### src/rtl/mem_if_pkg.sv
// mem_if_pkg
// Shared definitions for the memory line port and the cache controllers that
// use it: line/address widths, arbiter FSM state encodings, owner encodings
// and a small helper that sizes saturating counters.
package mem_if_pkg;

    localparam int MEM_ADDR_WIDTH = 28;
    localparam int MEM_LINE_WIDTH = 256;

    typedef enum logic {
        ST_IDLE = 1'b0,
        ST_BUSY = 1'b1
    } arb_state_e;

    localparam logic OWNER_I = 1'b0;
    localparam logic OWNER_D = 1'b1;

    // Number of bits needed to hold the values 0..maxVal.
    function automatic int bitsFor(input int maxVal);
        return (maxVal <= 1) ? 1 : $clog2(maxVal + 1);
    endfunction

endpackage

### src/rtl/arb_grant_logic.sv
// arb_grant_logic
// Combinational grant decision between the I-cache and D-cache requests,
// plus the d_streak register that bounds how long the I-cache can starve.
// Ports:
//   clk_i      system clock
//   rst_ni     synchronous active-low reset
//   iValid_i   I-cache request
//   dValid_i   D-cache request
//   grantEn_i  a grant is being taken this cycle (arbiter idle, some request)
//   grantD_o   1 = D-cache wins, 0 = I-cache wins
module arb_grant_logic
    import mem_if_pkg::*;
#(
    parameter int STARVE_LIMIT = 4
) (
    input  logic clk_i,
    input  logic rst_ni,
    input  logic iValid_i,
    input  logic dValid_i,
    input  logic grantEn_i,
    output logic grantD_o
);

    localparam int STREAK_W = bitsFor(STARVE_LIMIT);
    localparam logic [STREAK_W-1:0] STREAK_MAX = STREAK_W'(STARVE_LIMIT);

    logic [STREAK_W-1:0] dStreak_q;

    // The D-cache wins whenever it asks, except when the I-cache is also
    // waiting and has already been passed over STARVE_LIMIT times in a row.
    always_comb begin
        grantD_o = dValid_i && !(iValid_i && (dStreak_q == STREAK_MAX));
    end

    // The streak counts only D grants taken while the I-cache was waiting;
    // any I grant, or a D grant with no competition, starts it over.
    always_ff @(posedge clk_i) begin
        if (!rst_ni) begin
            dStreak_q <= '0;
        end else if (grantEn_i) begin
            if (grantD_o && iValid_i) begin
                if (dStreak_q != STREAK_MAX) begin
                    dStreak_q <= dStreak_q + STREAK_W'(1);
                end
            end else begin
                dStreak_q <= '0;
            end
        end
    end

endmodule

### src/rtl/mem_port_arbiter.sv
// mem_port_arbiter
// Shares the single memory line port between the I-cache (line fills) and
// the D-cache (fills and write-backs). One transaction at a time: the winning
// command is latched on the IDLE->BUSY step, held on mem_* for the whole BUSY
// period, and the completion (ready strobe plus read data) is routed back
// only to the owner. A sticky watchdog flags excessive memory latency.
// Ports:
//   clk, rst_n                        clock, synchronous active-low reset
//   i_addr, i_valid / i_rd, i_ready   I-cache request / completion
//   d_addr, d_wr, d_rw, d_valid       D-cache request
//   d_rd, d_ready                     D-cache completion
//   mem_addr, mem_wr, mem_rw,
//   mem_valid / mem_rd, mem_ready     memory command / response
//   owner, busy, timeout_err          status
module mem_port_arbiter
    import mem_if_pkg::*;
#(
    parameter int ADDR_WIDTH   = MEM_ADDR_WIDTH,
    parameter int LINE_WIDTH   = MEM_LINE_WIDTH,
    parameter int STARVE_LIMIT = 4,
    parameter int TIMEOUT      = 1024
) (
    input  logic                  clk,
    input  logic                  rst_n,
    input  logic [ADDR_WIDTH-1:0] i_addr,
    input  logic                  i_valid,
    output logic [LINE_WIDTH-1:0] i_rd,
    output logic                  i_ready,
    input  logic [ADDR_WIDTH-1:0] d_addr,
    input  logic [LINE_WIDTH-1:0] d_wr,
    input  logic                  d_rw,
    input  logic                  d_valid,
    output logic [LINE_WIDTH-1:0] d_rd,
    output logic                  d_ready,
    output logic [ADDR_WIDTH-1:0] mem_addr,
    output logic [LINE_WIDTH-1:0] mem_wr,
    output logic                  mem_rw,
    output logic                  mem_valid,
    input  logic [LINE_WIDTH-1:0] mem_rd,
    input  logic                  mem_ready,
    output logic                  owner,
    output logic                  busy,
    output logic                  timeout_err
);

    localparam int WDOG_W = bitsFor(TIMEOUT - 1);
    localparam logic [WDOG_W-1:0] WDOG_MAX = WDOG_W'(TIMEOUT - 1);

    arb_state_e            state_q;
    logic [ADDR_WIDTH-1:0] memAddr_q;
    logic [LINE_WIDTH-1:0] memWr_q;
    logic                  memRw_q;
    logic                  memValid_q;
    logic                  owner_q;
    logic                  busy_q;
    logic                  timeoutErr_q;
    logic [WDOG_W-1:0]     wdog_q;
    logic [WDOG_W-1:0]     wdog_d;
    logic                  grantEn;
    logic                  grantD;
    logic                  completing;

    // A grant is only taken from IDLE; requests seen while BUSY wait.
    assign grantEn = (state_q == ST_IDLE) && (i_valid || d_valid);

    arb_grant_logic #(
        .STARVE_LIMIT (STARVE_LIMIT)
    ) u_grant (
        .clk_i     (clk),
        .rst_ni    (rst_n),
        .iValid_i  (i_valid),
        .dValid_i  (d_valid),
        .grantEn_i (grantEn),
        .grantD_o  (grantD)
    );

    // Watchdog next value: count BUSY cycles that end without mem_ready,
    // holding at TIMEOUT-1 instead of wrapping back to zero.
    always_comb begin
        wdog_d = wdog_q;
        if ((state_q == ST_BUSY) && !mem_ready && (wdog_q != WDOG_MAX)) begin
            wdog_d = wdog_q + WDOG_W'(1);
        end
    end

    // Main FSM with its registered command latch and status outputs.
    // timeout_err is set on the edge where the watchdog reaches TIMEOUT-1 so
    // the flag is visible in the same cycle the count shows that value.
    always_ff @(posedge clk) begin
        if (!rst_n) begin
            state_q      <= ST_IDLE;
            memAddr_q    <= '0;
            memWr_q      <= '0;
            memRw_q      <= 1'b0;
            memValid_q   <= 1'b0;
            owner_q      <= OWNER_I;
            busy_q       <= 1'b0;
            timeoutErr_q <= 1'b0;
            wdog_q       <= '0;
        end else begin
            case (state_q)
                ST_IDLE: begin
                    if (grantEn) begin
                        state_q    <= ST_BUSY;
                        memValid_q <= 1'b1;
                        busy_q     <= 1'b1;
                        wdog_q     <= '0;
                        if (grantD) begin
                            owner_q   <= OWNER_D;
                            memAddr_q <= d_addr;
                            memWr_q   <= d_wr;
                            memRw_q   <= d_rw;
                        end else begin
                            owner_q   <= OWNER_I;
                            memAddr_q <= i_addr;
                            memWr_q   <= '0;
                            memRw_q   <= 1'b0;
                        end
                    end
                end
                ST_BUSY: begin
                    wdog_q <= wdog_d;
                    if (wdog_d == WDOG_MAX) begin
                        timeoutErr_q <= 1'b1;
                    end
                    if (mem_ready) begin
                        state_q    <= ST_IDLE;
                        memValid_q <= 1'b0;
                        busy_q     <= 1'b0;
                    end
                end
            endcase
        end
    end

    // Completion is passed straight through in the mem_ready cycle, only to
    // the owner. Read data goes out only for reads; a reset in progress
    // suppresses the strobe so an abandoned transaction is never reported.
    always_comb begin
        completing = rst_n && (state_q == ST_BUSY) && mem_ready;
        i_ready    = completing && (owner_q == OWNER_I);
        d_ready    = completing && (owner_q == OWNER_D);
        i_rd       = i_ready ? mem_rd : '0;
        d_rd       = (d_ready && !memRw_q) ? mem_rd : '0;
    end

    assign mem_addr    = memAddr_q;
    assign mem_wr      = memWr_q;
    assign mem_rw      = memRw_q;
    assign mem_valid   = memValid_q;
    assign owner       = owner_q;
    assign busy        = busy_q;
    assign timeout_err = timeoutErr_q;

endmodule

### config.mk
export PLATFORM = sky130hd
export DESIGN_NAME = mem_port_arbiter
export DESIGN_NICKNAME = d
export VERILOG_FILES = /design/src/rtl/mem_if_pkg.sv /design/src/rtl/arb_grant_logic.sv /design/src/rtl/mem_port_arbiter.sv
export SDC_FILE = /design/constraint.sdc
export NUM_CORES = 1
export LEC_CHECK = 0
export CORE_AREA = 2 2 530 532
export CTS_CLUSTER_SIZE = 10
export DETAILED_ROUTE_END_ITERATION = 8
export DIE_AREA = 0 0 532 534
export PLACE_DENSITY = 0.3
export SLEW_MARGIN = 20
export SYNTH_ARGS = -nofsm -noshare
export SYNTH_HDL_FRONTEND = slang
export SYNTH_HIERARCHICAL = 1
export SYNTH_SLANG_ARGS = --single-unit
### constraint.sdc
create_clock -name clk -period 2 [get_ports clk]
set_clock_uncertainty 0.2 [all_clocks]
set_input_delay 0.4 -clock clk [delete_from_list [all_inputs] [get_ports clk]]
set_output_delay 0.4 -clock clk [all_outputs]
set_load 0.1 [all_outputs]
==> impl_metrics.ini <==
[run_status]
outcome = complete, but fails checks
violations = setup timing

[timing]
f_max_ghz = 0.342
finalSetupTns_ns = -449.63
finalMaxSlewViolations = 0
worst-slew-pin-transition_ns = 1.36
postLayoutSetupSlackWorst_ns = -0.927
hold_violations = 0
min_period_over_period_pct = 146
timing.hold.ws_ns = 0.125
timing.slew.headroom_pct = 9.41
setup_viol = 696
rsz_0062_raised_after_global_routing = yes
layout_min_cycle_time_ns = 2.93

[critical_path]
timing.critical_path.from = state_q
critical_path.most_common_cell = sky130_fd_sc_hd__clkbuf_16
timing.critical_path.cells = nand2_8 -> nor3_4 -> buf_6 -> clkbuf_16 -> buf_8 -> clkbuf_16 -> and2_2 -> buf_12
crit_type = flop to primary output
timing.critical_path.depth = 8
worst_path_dominant_cell_family = buffers and inverters
timing.reg2reg.setup_slack_ns = -0.23
reg2reg_from = u_grant/dStreak_q[0]
endpoint = i_rd[161]
r2r-end = mem_wr[245]
critical_path.slowest_cell = sky130_fd_sc_hd__dfxtp_4
critPathLaunchType = flop
timing.critical_path.slowest_cell_delay_ns = 0.38
timing.critical_path.buf_inv = 5
timing.critical_path.required_ns = 1.40
critPathMaxFanout = 5
worstPathArrival_ns = 2.33
worst_setup_end_kind = primary output
ff2ff_path_depth = 8

[detailed_routing]
detail_route.drc_violations = 0
routedWlPerCell_um = 31.0
routed-via-count = 21000
drt-vias-per-instance = 2.88
detail_route_antenna_nets = 0
firstDrtPassIters = 5
detailedRoute.firstIterationViolations = 912
totalWireLength_um = 225000

[placement]
placedCellCount = 7129
port_buffer_cells = 1376
worst_slack_after_detailed_placement_ns = -1.56
gp_congestion = 0.840
dpl.hpwl_um = 198000
placedInstanceArea_um2 = 44700

[clock_tree]
numCtsBuffers = 46
htree_num_levels = 2
cts_tree = done
root_buffer = sky130_fd_sc_hd__clkbuf_16
clock_insertion_delay_worst_skew_ns = 0.63
clk_transition_reported_paths_ns = 0.06
clock_tree.buffer_depth = 3
numClockSinks = 302

[run]
cap_viol_max_count = 0

[synthesis]
post_synth_instance_area_um2 = 14800
synth-edff-count = 0
ys.flop_type = sky130_fd_sc_hd__dfxtp_1
postSynthRegisterBits = 302
area_contributors_post_synth = sky130_fd_sc_hd__dfxtp_1, sky130_fd_sc_hd__and2_1, sky130_fd_sc_hd__a21oi_1
synth.yosys.warnings = 6
synthDominantAreaCellType = sky130_fd_sc_hd__dfxtp_1
netlist_instances = 1956
synth_top_cell_area_share_pct = 40.8
synth.net_count = 2533
syn-mean-instance-area_um2 = 7.57
async_flop_share_pct = 0
yosys.cell_types.count = 53
synth_sequential_area_ratio_pct = 40.8

[pwr]
leakage_nw = 17.7
vdd.ir_drop.worst_v = 0.000506
power.density_nw_per_um2 = 520
p_total_mw = 24.7

[layout]
postLayoutCellArea_um2 = 47600
area_added_between_synthesis_and_finish_pct = 221
leading_cell_types_in_the_layout_fill_and_taps_excluded = sky130_fd_sc_hd__buf_12, sky130_fd_sc_hd__clkdlybuf4s50_1, sky130_fd_sc_hd__and2_4
post_route_cells_drive_above_1_share_pct = 48.7
final_common_cell = sky130_fd_sc_hd__buf_12
final_cell_count_no_fill = 7285
final_nets = 4083
final_core_occ_pct = 17.1

[global_routing]
antenna_found_initial = 175
grt_max_degree = 155
grt_pass1_vias = 20700
grt_overflow_total = 0
first_pass_grt_wire_length_um = 269000
grt_util_all_layers_pct = 14.9

[worst_hold_path]
hold_path.class = input pin to flop
worst_hold_depth = 3

[floorplan]
die_height_um = 534
fp.dieArea_um2 = 284000
die_width_um = 532
ios = 1377
starting_utilization_of_the_core_area_pct = 5.32
rows = 194
core_area_um2 = 278000
report_power, final:
| part | switching (mW) | leakage, nW | total [mW] | internal (mW) |
|---|---|---|---|---|
| sequential | 0.337 | 2.47 | 6.67 | 6.33 |
| clock | 3.52 | 0.717 | 8.33 | 4.81 |
| combinational | 5.94 | 14.5 | 9.74 | 3.80 |
tightest hold or removal path: stages:
cell                              delay (ns)
sky130_fd_sc_hd__clkdlybuf4s50_1        0.39
sky130_fd_sc_hd__nand3_1                0.08
sky130_fd_sc_hd__a21oi_1                0.06
layer usage:
layer	vias up	part of all wire, %	track usage (%)
met5	-	0.27	0
met4	94	3.6	3.95
met3	388	13	8.85
met2	1162	50	26.7
met1	9732	34	14.5
li1	9613	-	-
worst min-delay path by stage:
stage               slack, ns         from          end
floorplan                0.26    wdog_q[8]    wdog_q[8]
finish                   0.12    d_wr[210]  mem_wr[210]
global route             0.06    d_wr[158]  mem_wr[158]
global placement         0.28  mem_wr[109]  mem_wr[109]
detailed placement       0.28   mem_wr[45]   mem_wr[45]
CTS                      0.02    d_wr[131]  mem_wr[131]
cell families after synthesis:
| logic type | synth area share [%] |
|---|---|
| and+or+nand+nor | 39.6 |
| AOI/OAI and AO/OA | 11.9 |
| DFF | 40.8 |
| buffers and inverters | 5.25 |
| muxes | 2.06 |
| adders and majority gates | 0.253 |
| xor gates and xnor gates | 0.118 |
cell usage after synthesis, types with 2 or more instances:
cell and instances:
sky130_fd_sc_hd__nor3_1 4, sky130_fd_sc_hd__dfxtp_1 302, sky130_fd_sc_hd__buf_2 34, sky130_fd_sc_hd__mux2i_1 29
sky130_fd_sc_hd__a211oi_1 30, sky130_fd_sc_hd__a31oi_1 4, sky130_fd_sc_hd__o211ai_1 2, sky130_fd_sc_hd__and2_1 512
sky130_fd_sc_hd__nand3_1 258, sky130_fd_sc_hd__o21ai_0 4, sky130_fd_sc_hd__buf_1 21, sky130_fd_sc_hd__xor2_1 2
sky130_fd_sc_hd__nand4_1 3, sky130_fd_sc_hd__clkbuf_1 128, sky130_fd_sc_hd__buf_4 2, sky130_fd_sc_hd__nand2b_1 2
sky130_fd_sc_hd__o22ai_1 2, sky130_fd_sc_hd__and3_1 2, sky130_fd_sc_hd__nor3_2 2, sky130_fd_sc_hd__a31o_2 2
sky130_fd_sc_hd__inv_2 3, sky130_fd_sc_hd__inv_1 6, sky130_fd_sc_hd__ha_1 3, sky130_fd_sc_hd__nor2_1 39
sky130_fd_sc_hd__nor4_2 2, sky130_fd_sc_hd__a21oi_1 263, sky130_fd_sc_hd__nand2_1 269
state kept, by name, summed over array words and instances, names as in the netlist:
register and count:
busy 1, mem_addr 28, mem_rw 1, mem_wr 256, owner 1, state_q 1
timeout_err 1, u_grant/dStreak_q 3, wdog_q 10
layout make-up:
| type | instances | area (um^2) |
|---|---|---|
| multi-input combinational | 1460 | 9230 |
| inverter | 9 | 53.8 |
| clock inverter | 15 | 166 |
| clock buffer | 63 | 1310 |
| antenna | 25 | 62.6 |
| sequential | 302 | 6060 |
| fill | 30900 | 231000 |
| timing repair buffer | 1687 | 26000 |
| tap | 3724 | 4660 |
timing repair:
| action | 4_1_cts | 5_1_grt |
|---|---|---|
| hold buffers | 0 | 0 |
| endpoints found under the setup margin | 819 | 801 |
| buffers inserted | 2 | 17 |
| endpoints found under the hold margin | 0 | 0 |
| gates cloned | 1 | 33 |
| gates resized for setup | 19 | 116 |
| pin swaps | 1 | 32 |
(Power assumes the default switching activity.)
==> edit 1 (same settings) <==
`STARVE_LIMIT` is set to 4 in 2 places; all go to 8.
--- a/src/rtl/arb_grant_logic.sv
+++ b/src/rtl/arb_grant_logic.sv
@@ -12,5 +12,5 @@
     import mem_if_pkg::*;
 #(
-    parameter int STARVE_LIMIT = 4
+    parameter int STARVE_LIMIT = 8
 ) (
     input  logic clk_i,
--- a/src/rtl/mem_port_arbiter.sv
+++ b/src/rtl/mem_port_arbiter.sv
@@ -18,5 +18,5 @@
     parameter int ADDR_WIDTH   = MEM_ADDR_WIDTH,
     parameter int LINE_WIDTH   = MEM_LINE_WIDTH,
-    parameter int STARVE_LIMIT = 4,
+    parameter int STARVE_LIMIT = 8,
     parameter int TIMEOUT      = 1024
 ) (
Function: not settled (the Yosys comparison gave no result); the edit may change what the design does.
==> edit 1 against the unedited design <==
- the run still ends with negative setup slack left
- wire length fell by 2.6%
- via count about the same
- setup slack worse by 35 ps
- sequential share of layout area barely moved
- non-clock buffer count increased by 10
- clock power is 4.7% lower
- final area rose by 0.53%
- total power shrank 1.2%
- synthesized cell count is 0.36% higher
- sequential cell count rose by 1
- global-route usage down 0.15 points
- first-iteration DRC count grew 15%
- synthesized area grew 0.46%
- critical path type unchanged
- critical endpoint is now i_rd[76]
- largest power group unchanged
==> edit 1: results (changes against the unedited design) <==
The flow ran to the end, but the final reports show violations. The final reports fail on negative setup slack. The number of buffers added on ports came to 1376 (unchanged). The number of buffers inserted during clock tree synthesis is 44 (-4.3%).

The maximum level of the CTS H-tree came to 2 (unchanged). The most used flip-flop cell after synthesis is sky130_fd_sc_hd__dfxtp_1. The via total after detailed routing came out at 20981 (-0.038%). The maximum buffer depth of the clock tree came to 3 (unchanged).

On the critical path, the stage with the largest delay is an instance of sky130_fd_sc_hd__dfxtp_4. The part of the power in registers is 27.4% (+0.4 points). The flip-flop count of the largest register after layout was 256 (unchanged). The aggregate global-route resource usage is 14.8% (-0.15 points). The count of antenna-violating nets left after detailed routing is 0 (unchanged). The number of antenna violations at the first check in global routing is 144 (-18%). In the post-synthesis netlist, the biggest area contributors are sky130_fd_sc_hd__dfxtp_1 41%, sky130_fd_sc_hd__and2_1 22%, sky130_fd_sc_hd__a21oi_1 8.8%. The half-perimeter wire length after placement came to 193000 µm (-2.8%). The fraction of registers with async set or reset after synthesis was 0% (unchanged). The post-detailed-routing wire length came out at 220000 µm (-2.6%). The number of placed instances, taps included is 7140 (+0.15%). The headroom to the max-slew limit was 34.6% (+25 points). The layout net count was 4098 (+0.37%). The worst supply voltage drop on vdd came out at 0.511 mV (+0.88%). The aggregate negative setup slack is -486450 ps (-36830 ps).

The flip-flop and latch power is around 0.0067 W. The synthesized instance count was 1963 (+0.36%). The routability congestion estimate from global placement is 0.872 (+3.8%). The source-to-sink clock delay at the later pin of the worst-skew pair is 620 ps. The post-placement worst setup slack is -1430 ps (+138 ps). The post-synthesis net count came to 2540 (+0.28%). The clock power share came out at 32.5% (-1.2 points). The instance area after placement came out at 45000 µm² (+0.60%). The worst path arrival time is 2360 ps (+30 ps). The proportion of synthesized chip area in sequential cells came out at 40.8% (-0.054 points). By count the netlist is led by 512 x sky130_fd_sc_hd__and2_1, 303 x sky130_fd_sc_hd__dfxtp_1, 269 x sky130_fd_sc_hd__nand2_1, 263 x sky130_fd_sc_hd__a21oi_1, 259 x sky130_fd_sc_hd__nand3_1. In this run the worst hold path is classified as primary input to flop. The count of unique library cells instantiated by Yosys was 57 (+7.5%). The tree is rooted in a sky130_fd_sc_hd__clkbuf_16. The largest fanout on the critical path is 18 (+13).

The maximum number of pins on one net before global-route repair came to 140 (-9.7%). In this design, the stage delay of the slowest critical-path cell is around 370 ps. The clock-pin slew reported for the worst setup and hold paths after clock tree synthesis came out at about 70 ps. The average detailed-routed wire length per instance came out at 30.1 µm (-2.7%).

The shortest clock period the worst path allows after layout came out at 2960 ps (+35.4 ps). The switching part of the total is 39.9% (+0.30 points). In this design, the largest share of critical-path delay is due to buffers and inverters. The proportion of layout cells with a drive suffix above 1 came to 48.7% (about the same). The number of endpoints failing setup at the final stage came out at 759 (+9.1%).

The initial detailed-routing violation count came out at 1052 (+15%). The cell leakage power is 17.8 nW (+0.69%). The first-pass GRT wire length is 267000 µm (-0.63%). The warning count from the yosys run was 6 (unchanged). The post-layout worst setup margin is -963 ps (-35.4 ps). The detailed-routing iteration count for the pre-antenna-repair pass is 5 (unchanged).
-- edit 1: changes by cell type in the layout (fill, tap and decap cells not counted), moves of 2 or more --
cell and delta:
sky130_fd_sc_hd__and2_4 -30, sky130_fd_sc_hd__xor2_1 -2, sky130_fd_sc_hd__o32ai_1 +2, sky130_fd_sc_hd__buf_16 +16
sky130_fd_sc_hd__clkbuf_16 -14, sky130_fd_sc_hd__and2_2 +29, sky130_fd_sc_hd__buf_4 +4, sky130_fd_sc_hd__buf_6 -6
sky130_fd_sc_hd__bufbuf_16 +5, sky130_fd_sc_hd__buf_12 +3, sky130_fd_sc_hd__diode_2 -5
-- edit 1: what timing repair did --
action	4_1_cts	5_1_grt
endpoints found under the setup margin	833	823
gates resized for setup	40	60
pin swaps	7	9
buffers inserted	18	9
gates cloned	20	16
-- edit 1: logic make-up after synthesis --
kind of cell | share of synthesized area [%]
AND/OR/NAND/NOR | 39.7
AO/OA/AOI/OAI | 12.0
multiplexers | 2.06
buffers and inverters | 5.23
flip-flops | 40.8
adder cells (fa/ha/maj) | 0.252
-- edit 1: layer usage --
layer  global-route usage (%)  vias up  part of all wire, %
li1                         -     9650                    -
met1                     15.2     9815                   35
met5                        0        -                 0.20
met2                     26.9     1139                   51
met3                     6.63      313                   10
met4                     3.98       64                  3.4
-- edit 1: final timing paths --
path / end / start / cells past startpoint / slack [ps]
max: i_rd[76] / state_q / 9 / -960
min: mem_wr[152] / d_wr[152] / 3 / 130
max reg2reg: mem_wr[187] / u_grant/dStreak_q[0] / 9 / -350
min reg2reg: mem_wr[63] / mem_wr[63] / 2 / 290
-- edit 1: layout make-up --
type	instances	area, µm²
sequential	303	6080
tap	3724	4660
timing repair buffer	1697	26300
antenna	20	50.0
clock inverter	13	139
fill	30951	231000
multi-input combinational	1466	9230
clock buffer	61	1250
inverter	9	56.3
==> edit 2 (config.mk and constraints unchanged) <==
Without the edit above. Reset style: asynchronous (`rst_n` and `rst_ni`), changed in 2 clocked blocks. Comments in the files are not updated.
--- a/src/rtl/arb_grant_logic.sv
+++ b/src/rtl/arb_grant_logic.sv
@@ -35,5 +35,5 @@
     // The streak counts only D grants taken while the I-cache was waiting;
     // any I grant, or a D grant with no competition, starts it over.
-    always_ff @(posedge clk_i) begin
+    always_ff @(posedge clk_i or negedge rst_ni) begin
         if (!rst_ni) begin
             dStreak_q <= '0;
--- a/src/rtl/mem_port_arbiter.sv
+++ b/src/rtl/mem_port_arbiter.sv
@@ -87,5 +87,5 @@
     // timeout_err is set on the edge where the watchdog reaches TIMEOUT-1 so
     // the flag is visible in the same cycle the count shows that value.
-    always_ff @(posedge clk) begin
+    always_ff @(posedge clk or negedge rst_n) begin
         if (!rst_n) begin
             state_q      <= ST_IDLE;
Function: not settled (the Yosys comparison gave no result); the edit may change what the design does.
==> edit 2 against the unedited design <==
- the flow still finishes with violations (negative setup slack)
- final area rose by 2.5%
- wire length fell by 18%
- synthesized area rose by 7.6%
- setup slack got worse by 3.3 ps
- critical endpoint is now d_rd[231]
- highest routed layer unchanged
- sequential cell count did not move
Power is not compared: it rests on default switching activity, and its combinational part moved more than twofold at a synthesized area within 25%.
==> edit 2: results (changes against the unedited design) <==
The peak per-stage delay on the critical path is 640 ps (+260 ps). The count of unique library cells instantiated by Yosys came out at 50 (-5.7%). The most critical setup path has its startpoint at mem_ready. By area the synthesized netlist is led by sky130_fd_sc_hd__dfrtp_1 47%, sky130_fd_sc_hd__and2_1 20%, sky130_fd_sc_hd__nand2_1 13%. The routability congestion estimate from global placement is 0.828 (-1.5%). The checks that failed: negative setup slack. The synthesized instance count came out at 1935 (-1.1%). The post-synthesis share of cell area spent on full adders, half adders and majority gates is 0.235% (-0.018 points).

The number of endpoints failing setup at the final stage is 747 (+7.3%). The flow ran to the end, but the final reports show violations. The via count of the first global-routing pass came out at 21228 (+2.3%). The number of placed instances, taps included is 7130 (+0.014%). The post-layout instance count excluding filler cells is 7257 (-0.38%). The aggregate global-route resource usage came out at 12.4% (-2.5 points). The compound-cell area share of the yosys netlist is 2.28% (-9.6 points). The initial detailed-routing violation count came out at 964 (+5.7%).

The average detailed-routed wire length per instance came to 25.4 µm (-18%). The maximum number of pins on one net before global-route repair came out at 90 (-42%). The number of antenna violations at the first check in global routing is 94 (-46%). The half-perimeter wire length after placement came out at 161000 µm (-19%). The post-layout worst setup margin is -931 ps (-3.35 ps).

The share of cell area taken by muxes after synthesis came to 2.26% (+0.20 points). In the synthesized netlist, the cells that appear most often are 556 x sky130_fd_sc_hd__nand2_1, 513 x sky130_fd_sc_hd__and2_1, 302 x sky130_fd_sc_hd__dfrtp_1, 264 x sky130_fd_sc_hd__nand3_1, 77 x sky130_fd_sc_hd__buf_2. The number of buffers inserted during clock tree synthesis is 42 (-8.7%). In the synthesized netlist the dominant register cell turns out to be sky130_fd_sc_hd__dfrtp_1.

The via total after detailed routing came to 20091 (-4.3%).
edit 2: logic make-up (layout without fill, tap and decap cells):
group / Yosys count / count (layout)
compound gates: 58 / 58
xor+xnor: 3 / 3
fa+ha+maj: 3 / 3
buf+inv: 166 / 1754
flops: 302 / 302
mux: 36 / 36
other cells: 0 / 10
simple gates: 1367 / 1367
edit 2: timing repair:
| action | in CTS | in global routing |
|---|---|---|
| hold endpoints to repair | 59 | 0 |
| resized for setup | 38 | 27 |
| setup endpoints to repair | 810 | 805 |
| buffers inserted | 8 | 11 |
| cloned | 8 | 18 |
| pin swaps | 3 | 6 |
| hold buffers | 1 | 0 |
edit 2: layout make-up:
cell class / instances / share of cell area [%]
Clock inverter: 15 / 0.516
Tap cell: 3724 / 9.56
Sequential cell: 302 / 15.5
Multi-Input combinational cell: 1467 / 18.4
Clock buffer: 57 / 2.33
Antenna cell: 10 / 0.0513
Timing Repair Buffer: 1672 / 53.6
Inverter: 10 / 0.0924
edit 2: routing by layer:
layer | share of wire, % | GRT usage, %
met1 | 37 | 13.5
met2 | 52 | 22.8
met3 | 9.0 | 4.88
met4 | 2.1 | 2.22
met5 | 0.041 | 0
edit 2: stage by stage:
| step | instance area, µm² | setup slack, ps | hold WS, ps | util (%) |
|---|---|---|---|---|
| after floorplan | 17400 | -320 | -95.6 | - |
| after global placement | 46200 | -1060 | 317 | 16.6 |
| after detailed placement | 46200 | -1080 | 319 | 16.6 |
| after CTS | 48100 | -1010 | 38.1 | 17.3 |
| after global routing | 48700 | -1010 | 83.1 | 17.5 |
| final | 48700 | -931 | 121 | 17.5 |
edit 2: power breakdown:
| group | leakage [nW] | switching, W | total (W) | internal (W) |
|---|---|---|---|---|
| Clock | 0.675 | 0.00334 | 0.00789 | 0.00455 |
| Sequential | 3.92 | 0.00185 | 0.00952 | 0.00767 |
| Combinational | 16.1 | 0.0212 | 0.0326 | 0.0114 |
| Total | 20.7 | 0.0264 | 0.0500 | 0.0236 |
edit 2: worst min path at each step:
stage | from | slack (ps) | endpoint | depth (start not counted)
floorplan | rst_n | -100 | busy | 0
global placement | mem_wr[142] | 320 | mem_wr[142] | 2
detailed placement | mem_wr[130] | 320 | mem_wr[130] | 2
CTS | d_wr[64] | 40 | mem_wr[64] | 3
global route | d_wr[64] | 80 | mem_wr[64] | 3
finish | d_wr[64] | 120 | mem_wr[64] | 3
edit 2: worst register-to-register path, cell delays in order, from the launching register on:
cell                      delay [ps]
sky130_fd_sc_hd__dfrtp_1         340
sky130_fd_sc_hd__inv_1            60
sky130_fd_sc_hd__ha_1            240
sky130_fd_sc_hd__a31oi_4         240
sky130_fd_sc_hd__buf_12          210
sky130_fd_sc_hd__buf_12          200
sky130_fd_sc_hd__mux2i_1         390
sky130_fd_sc_hd__buf_4           180
sky130_fd_sc_hd__o21ai_1          50
